**src/rtl/aig_mix_bist_pkg.sv**
```systemverilog
// Shared types, widths and tap positions for the aig_mix BIST harness.
// The LFSR and MISR step functions live here so the top and MISR agree on taps.
package aig_mix_bist_pkg;

    localparam int LFSR_W = 96;
    localparam int MISR_W = 48;
    localparam int CNT_W  = 16;

    localparam int LFSR_TAP_A = 95;
    localparam int LFSR_TAP_B = 93;
    localparam int LFSR_TAP_C = 48;
    localparam int LFSR_TAP_D = 46;

    localparam int MISR_TAP_A = 47;
    localparam int MISR_TAP_B = 46;
    localparam int MISR_TAP_C = 20;
    localparam int MISR_TAP_D = 19;

    typedef enum logic [1:0] {
        ST_IDLE,
        ST_RUN,
        ST_FLUSH,
        ST_DONE
    } state_t;

    function automatic logic [LFSR_W-1:0] lfsr_step(input logic [LFSR_W-1:0] s);
        logic fb;
        fb = s[LFSR_TAP_A] ^ s[LFSR_TAP_B] ^ s[LFSR_TAP_C] ^ s[LFSR_TAP_D];
        return {s[LFSR_W-2:0], fb};
    endfunction

    function automatic logic [MISR_W-1:0] misr_step(input logic [MISR_W-1:0] g,
                                                    input logic [MISR_W-1:0] r);
        logic f;
        f = g[MISR_TAP_A] ^ g[MISR_TAP_B] ^ g[MISR_TAP_C] ^ g[MISR_TAP_D];
        return {g[MISR_W-2:0], f} ^ r;
    endfunction

endpackage

```
**src/rtl/aig_mix_misr.sv**
```systemverilog
// 48-bit multiple-input signature register with enable and synchronous clear.
module aig_mix_misr
    import aig_mix_bist_pkg::*;
(
    input  logic              clk,
    input  logic              rst,
    input  logic              clr,
    input  logic              en,
    input  logic [MISR_W-1:0] resp_in,
    output logic [MISR_W-1:0] sig_out
);

    logic [MISR_W-1:0] sig_q, sig_d;

    // NOTE: sig_d is given its hold value first so every path assigns it and no latch is inferred.
    always_comb begin
        sig_d = sig_q;
        if (clr) begin
            sig_d = '0;
        end else if (en) begin
            sig_d = misr_step(sig_q, resp_in);
        end
    end

    // NOTE: state registers use non-blocking assignments so all flops update from pre-edge values.
    always_ff @(posedge clk) begin
        if (rst) begin
            sig_q <= '0;
        end else begin
            sig_q <= sig_d;
        end
    end

    assign sig_out = sig_q;

endmodule

```
**src/rtl/aig_mix_bist.sv**
```systemverilog
// BIST harness: LFSR pattern source, valid pipe matching the core latency,
// MISR response compaction and golden-signature compare.
module aig_mix_bist
    import aig_mix_bist_pkg::*;
#(
    parameter int              IN_W     = 96,
    parameter int              OUT_W    = 48,
    parameter int              PATTERNS = 1024,
    parameter logic [IN_W-1:0] SEED     = 96'h1,
    parameter int              DUT_LAT  = 0
) (
    input  logic             clk,
    input  logic             rst,
    input  logic             start,
    input  logic [OUT_W-1:0] golden,
    input  logic [OUT_W-1:0] resp_in,
    output logic [IN_W-1:0]  pat_out,
    output logic [OUT_W-1:0] signature,
    output logic             busy,
    output logic             done,
    output logic             pass
);

    if (IN_W != LFSR_W || OUT_W != MISR_W) begin : g_bad_width
        $error("aig_mix_bist: IN_W must be 96 and OUT_W must be 48");
    end
    if (SEED == '0) begin : g_bad_seed
        $error("aig_mix_bist: SEED must be nonzero");
    end
    if (PATTERNS < 1 || PATTERNS > 65535) begin : g_bad_patterns
        $error("aig_mix_bist: PATTERNS must be 1..65535");
    end
    if (DUT_LAT < 0 || DUT_LAT > 3) begin : g_bad_lat
        $error("aig_mix_bist: DUT_LAT must be 0..3");
    end

    localparam logic [CNT_W-1:0] LAST_PAT   = CNT_W'(PATTERNS - 1);
    localparam logic [CNT_W-1:0] LAST_FLUSH = CNT_W'((DUT_LAT > 0) ? DUT_LAT - 1 : 0);

    state_t            state_q, state_d;
    logic [IN_W-1:0]   lfsr_q, lfsr_d;
    logic [CNT_W-1:0]  count_q, count_d;
    logic              issue;
    logic              misr_clr;
    logic              compact_en;

    always_comb begin
        state_d  = state_q;
        lfsr_d   = lfsr_q;
        count_d  = count_q;
        issue    = 1'b0;
        misr_clr = 1'b0;
        unique case (state_q)
            ST_IDLE, ST_DONE: begin
                if (start) begin
                    state_d  = ST_RUN;
                    lfsr_d   = SEED;
                    count_d  = '0;
                    misr_clr = 1'b1;
                end
            end
            ST_RUN: begin
                issue   = 1'b1;
                count_d = count_q + 1'b1;
                // The final pattern stays on pat_out instead of stepping past it.
                if (count_q == LAST_PAT) begin
                    count_d = '0;
                    state_d = (DUT_LAT == 0) ? ST_DONE : ST_FLUSH;
                end else begin
                    lfsr_d = lfsr_step(lfsr_q);
                end
            end
            ST_FLUSH: begin
                count_d = count_q + 1'b1;
                if (count_q == LAST_FLUSH) begin
                    count_d = '0;
                    state_d = ST_DONE;
                end
            end
            default: state_d = ST_IDLE;
        endcase
    end

    always_ff @(posedge clk) begin
        if (rst) begin
            state_q <= ST_IDLE;
            lfsr_q  <= SEED;
            count_q <= '0;
        end else begin
            state_q <= state_d;
            lfsr_q  <= lfsr_d;
            count_q <= count_d;
        end
    end

    // Compaction lines up with the core's response: issue delayed by DUT_LAT cycles.
    if (DUT_LAT == 0) begin : g_vld_none
        assign compact_en = issue;
    end else begin : g_vld_pipe
        logic [DUT_LAT-1:0] vld_q, vld_d;

        always_comb begin
            vld_d    = vld_q << 1;
            vld_d[0] = issue;
        end

        always_ff @(posedge clk) begin
            if (rst) begin
                vld_q <= '0;
            end else begin
                vld_q <= vld_d;
            end
        end

        assign compact_en = vld_q[DUT_LAT-1];
    end

    aig_mix_misr u_misr (
        .clk     (clk),
        .rst     (rst),
        .clr     (misr_clr),
        .en      (compact_en),
        .resp_in (resp_in),
        .sig_out (signature)
    );

    assign pat_out = lfsr_q;
    assign busy    = (state_q == ST_RUN) || (state_q == ST_FLUSH);
    assign done    = (state_q == ST_DONE);
    assign pass    = done && (signature == golden);

endmodule

```
**config.mk**
```make
export PLATFORM = sky130hd
export DESIGN_NAME = aig_mix_bist
export DESIGN_NICKNAME = d
export VERILOG_FILES = /design/src/rtl/aig_mix_bist_pkg.sv /design/src/rtl/aig_mix_misr.sv /design/src/rtl/aig_mix_bist.sv
export SDC_FILE = /design/constraint.sdc
export NUM_CORES = 1
export LEC_CHECK = 0
export ABC_AREA = 1
export BUFFER_PORTS_ARGS = -buffer_cell sky130_fd_sc_hd__clkbuf_2
export CORE_UTILIZATION = 30
export CTS_CLUSTER_DIAMETER = 30
export CTS_CLUSTER_SIZE = 20
export DETAILED_ROUTE_END_ITERATION = 16
export GPL_TIMING_DRIVEN = 1
export PLACE_DENSITY = 0.47
export SYNTH_ARGS = -nofsm -noshare
export SYNTH_HDL_FRONTEND = slang
export SYNTH_HIERARCHICAL = 1
export SYNTH_SLANG_ARGS = --single-unit
```
**constraint.sdc**
```tcl
create_clock -name clk -period 2.9 [get_ports clk]
set_clock_uncertainty 0.1 [all_clocks]
set_input_delay 0.725 -clock clk [delete_from_list [all_inputs] [get_ports clk]]
set_output_delay 0.725 -clock clk [all_outputs]
set_load 0.05 [all_outputs]
```
# Yosys cells after proc, flatten, opt, wreduce, memory -nomap -nowiden
# Index checks and enable logic that the tools add are counted.
# op_classes
n_addsub	1
mul	0
div_mod_pow	0
order_cmp	0
eq_ne	9
shifts	0
muxes	14
bitwise	7
reduce_logical	9
# ops
operator	n
$mux W96	2
$pmux W96 S2	1
$eq A48 B48 Y1	1
$mux W16	3
$pmux W16 S3	1
$xor A48 B48 Y48	1
$add A16 B1 Y16 const B	1
$eq A16 B10 Y1 const B	1
$logic_not A16 Y1	1
$ne A2 B2 Y1 const B	4
$mux W2	3
$pmux W2 S3	1
$reduce_and A3 Y1	2
$xor A1 B1 Y1	6
$eq A2 B2 Y1 const B	2
$reduce_or A2 Y1	2
$mux W1	3
$eq A2 B1 Y1 const B	1
$logic_not A2 Y1	1
$reduce_bool A2 Y1	1
$logic_and A1 B1 Y1	1
$logic_or A1 B1 Y1	1
# word_totals
ff_bits	162
latchBits	0
ramBits	0
mem_bits_ro	0
in_bits	99
out_inout_bits	147
wordCells	44
mem_count	0

# Logic depth before layout (Yosys ltp)
# logic_depth
ltp_word	5
mapped_depth	11
ltp_nobuf	9

# Modules after synthesis
# The synthesis kept the hierarchy.
# by_module_without_submodules
mod	instances	cells_each	area_per_inst_um2	seq_area_each_um2
aig_mix_bist	1	832	5844.4	2282.2
aig_mix_misr	1	316	2317.2	960.9

# Least setup slack after synthesis
# Ideal clock, no wire load.
# synth_path
kind	register -> output
startpoint	register state_q[1]
endpoint	output port pass
arrival_ps	1968
required_time_ps	2075
setup_slack_ps	107
stages_incl_launch_ff	8
n_path_buf	0
path_cell_list	dfxtp_1 ha_1 o21ai_0 nor2_1 nand2_1 nor2_1 nand3_1 nor2_1
# synth_via
elab_chain_len	2
# synth_rtl
element	line	text
from (decl)	aig_mix_bist.sv:40	state_t state_q, state_d;
from (signal assigned)	aig_mix_bist.sv:90	state_q <= state_d;
$eq A2 B2 Y1	aig_mix_bist.sv:129	assign done = (state_q == ST_DONE);
net done	aig_mix_bist.sv:20	output logic done,
$logic_and A1 B1 Y1	aig_mix_bist.sv:130	assign pass = done && (signature == golden);
to (decl)	aig_mix_bist.sv:21	output logic pass
# The timed path passes the listed nets, and every way through them passes these cells.

# Worst setup path in the final report
# layout_path
startpoint	register u_misr.sig_q[4], in the netlist u_misr/sig_out[4]
endpoint	output port pass
# layout_via
elab_chain_len	2
# layout_rtl
element	line	text
from (decl)	aig_mix_misr.sv:13	logic [MISR_W-1:0] sig_q, sig_d;
from (signal assigned)	aig_mix_misr.sv:30	sig_q <= sig_d;
$eq A48 B48 Y1	aig_mix_bist.sv:130	
$logic_and A1 B1 Y1	aig_mix_bist.sv:130	
# Every way passes these cells.

==> run_results.csv <==
group,metric,value,unit
outcome,outcome,"finished clean",
route,drt-total-wl,27300,um
setup_path,crit_path_end_kind,"primary output",
yosys,synthMuxAreaShare,0,
sta,drv_slew,0,
floorplan,row_count,60,
floorplan,initial_core_util,0.305,
clocking,cts_buffers,17,
cells_and_area,syn_to_final_growth,26.2,%
yosys,synthXorXnorAreaFrac,0.0783,
route,vias,8223,
worst_hold_path,hold_class,"reg2reg",
power,pwr-share-clk,0.229,
floorplan,die_h,167,um
sta,slew_headroom,0.293,
yosys,synth_cell_types,28,
route,route.detailed.drc,0,
cells_and_area,nNetsFinal,1456,
global_route,grt_remaining_overflow,0,
setup_path,startpoint_type,"register",
setup_path,critPathArrivalTime,1990,ps
yosys,synth_top_area_cell,"dfxtp_1",
yosys,yosysTopAreaCellShare,0.397,
floorplan,io_pins,246,
global_route,grt_pass1_wl,43100,um
route,drtIter0Drc,418,
yosys,synthTopCellsByArea,"dfxtp_1 40%, nand2_1 11%, o2111ai_1 8.2%, nor2_1 7.4%, a21oi_1 7.2%",
clocking,path_clk_slew,80,ps
power,power_density,1000,mW/mm2
clocking,cts_tree,"yes",
sta,holdWs,379,ps
yosys,syn_inst,1148,
clocking,cts_buffer_depth,2,
route,ant_nets,0,
route,via_per_inst,4.82,
setup_path,worstPathRequired,2080,ps
yosys,seq_area_frac_synth,0.397,
sta,max_slew.worst_pin.slew,1060,ps
power,power.share.switching,0.503,
floorplan,die-area,0.0279,mm2
yosys,yosys.area_share.adder,0.00767,
sta,fin_crit,2810,ps
sta,finalCritPeriodShare,0.971,
yosys,netlist_area,0.00816,mm2
placed_design,dp_hpwl,18800,um
power,pwr-share-seq,0.299,
route,drtPass1Iterations,5,
sta,rsz0062_at_grt,"false",
setup_path,worstPathMaxFanout,5,
clocking,clockRootBuffer,"clkbuf_16",
placed_design,gp_congestion,0.886,
yosys,yosys.area_share.simple,0.209,
power,power_frac_comb,0.472,
sta,fmax,0.355,GHz
yosys,syn_area_per_cell,7.11,um2
placed_design,numPortBuffers,245,
power,peakVddDrop,0.583,mV
setup_path,crit_type,"reg2out",
sta,final-setup-viol-count,0,
yosys,synth_nets,1252,
yosys,synth_top_family_by_area,"simple AND/OR/NAND/NOR gates",
floorplan,chipWidth,167,um
global_route,antenna_found_initial,0,
power,p_sw,5.20,mW
clocking,insertion_delay,430,ps
flow_run,drv_cap,0,
yosys,ys_warn_count,6,
power,power,10.3,mW
global_route,grt_pass1_vias,7701,
global_route,grt_max_degree,94,
route,drt-wirelength-per-cell,16.0,um
cells_and_area,diodes,0,
clocking,cts_num_sinks,162,
power,static-leakage-power,4.83,nW
cells_and_area,layout-drive-gt1-share,0.229,
yosys,synth_seq_cells,162,
yosys,synth_compound_area_frac,0.201,
global_route,track_usage,0.194,
power,p_int,5.13,mW
sta,hold_viol_final,0,
floorplan,core-area,0.0268,mm2
sta,setup_tns,0,ps
clocking,cts_max_level,4,
[power groups by stage]
stage          sequential (mW)  combinational [mW]  clock, mW
6_report                  3.09                4.88       2.37
5_1_grt                   3.15                5.33       2.55
3_3_place_gp              3.14                4.91          0
3_5_place_dp              3.14                4.90          0
4_1_cts                   3.09                4.91       2.45
2_1_floorplan             4.22                2.44          0
[routing by layer]
| layer | up-vias | track usage | share of wire |
|---|---|---|---|
| li1 | 4167 | - | - |
| met1 | 3758 | 0.245 | 0.45 |
| met2 | 276 | 0.321 | 0.47 |
| met3 | 22 | 0.0501 | 0.067 |
| met4 | 0 | 0.0612 | 0.019 |
| met5 | - | 0 | 0 |
[cells in the final DEF, fill, tap and decap left out, drive strengths merged]
master    netlist  final
clkbuf         44    260
nand2         231    231
nor2          163    163
dfxtp         162    162
inv           126    133
a21oi         118    118
o2111ai        76     76
o21ai          59     59
xor2           57     57
nand3          33     33
buf            36     22
xnor2          16     16
o22ai          11     11
clkinv          0      6
ha              5      5
or2             4      4
nand4           3      3
o21bai          3      3
nor3            1      1
bufinv          0      1
clkinvlp        0      1
[cells in the mapped netlist (all sizes together)]
library cell,instances
nand4,3
ha,5
xnor2,16
o21ai,59
xor2,57
inv,126
nand2,231
clkbuf,44
dfxtp,162
o2111ai,76
o21bai,3
nor3,1
or2,4
a21oi,118
o22ai,11
buf,36
nor2,163
nand3,33
[flip-flops by register name, indices dropped and copies added (netlist names)]
| name | cells |
|---|---|
| state_q | 2 |
| u_misr/sig_out | 48 |
| count_q | 16 |
| pat_out | 96 |
[worst paths after layout]
path | from | cells past startpoint | end | slack (ps)
min | pat_out[54] | 2 | pat_out[54] | 380
max | u_misr/sig_out[4] | 7 | pass | 90
min reg2reg | pat_out[54] | 2 | pat_out[54] | 380
max reg2reg | state_q[0] | 8 | u_misr/sig_out[26] | 660
[logic make-up after synthesis]
group           count (synthesis)
compound gates                267
xor+xnor                       73
flops                         162
simple gates                  435
buf+inv                       206
fa+ha+maj                       5
[worst max-delay path, stage by stage (launching register included)]
cell and delay (ps):
dfxtp_1 570, o22ai_1 240, nor2_1 120, nand2_1 60, nor2_1 110, nand3_1 90
nor2_1 100, buf_2 260
[through the flow]
| stage | worst slack, ps | util | area [um2] | std cells |
|---|---|---|---|---|
| finish | 85.3 | 0.384 | 10300 | 1706 |
| global route | 9.99 | 0.384 | 10300 | 1706 |
| CTS | 41.4 | 0.384 | 10300 | 1706 |
| detailed placement | 161 | 0.361 | 9670 | 1674 |
| global placement | 150 | 0.361 | 9670 | 1674 |
| floorplan | 107 | - | 8160 | 1148 |
[cell type report]
type	count	area [um2]
multi-input combinational	780	4080
tap	341	427
clock inverter	15	204
fill	2886	16500
sequential	162	3240
inverter	126	473
timing repair buffer	265	1450
clock buffer	17	425
[timing repair]
action | in CTS | in global routing
buffers inserted | 0 | 0
setup endpoints to repair | 0 | 1
hold buffers | 0 | 0
resized for setup | 0 | 2
Power figures use the tool's default switching activity.
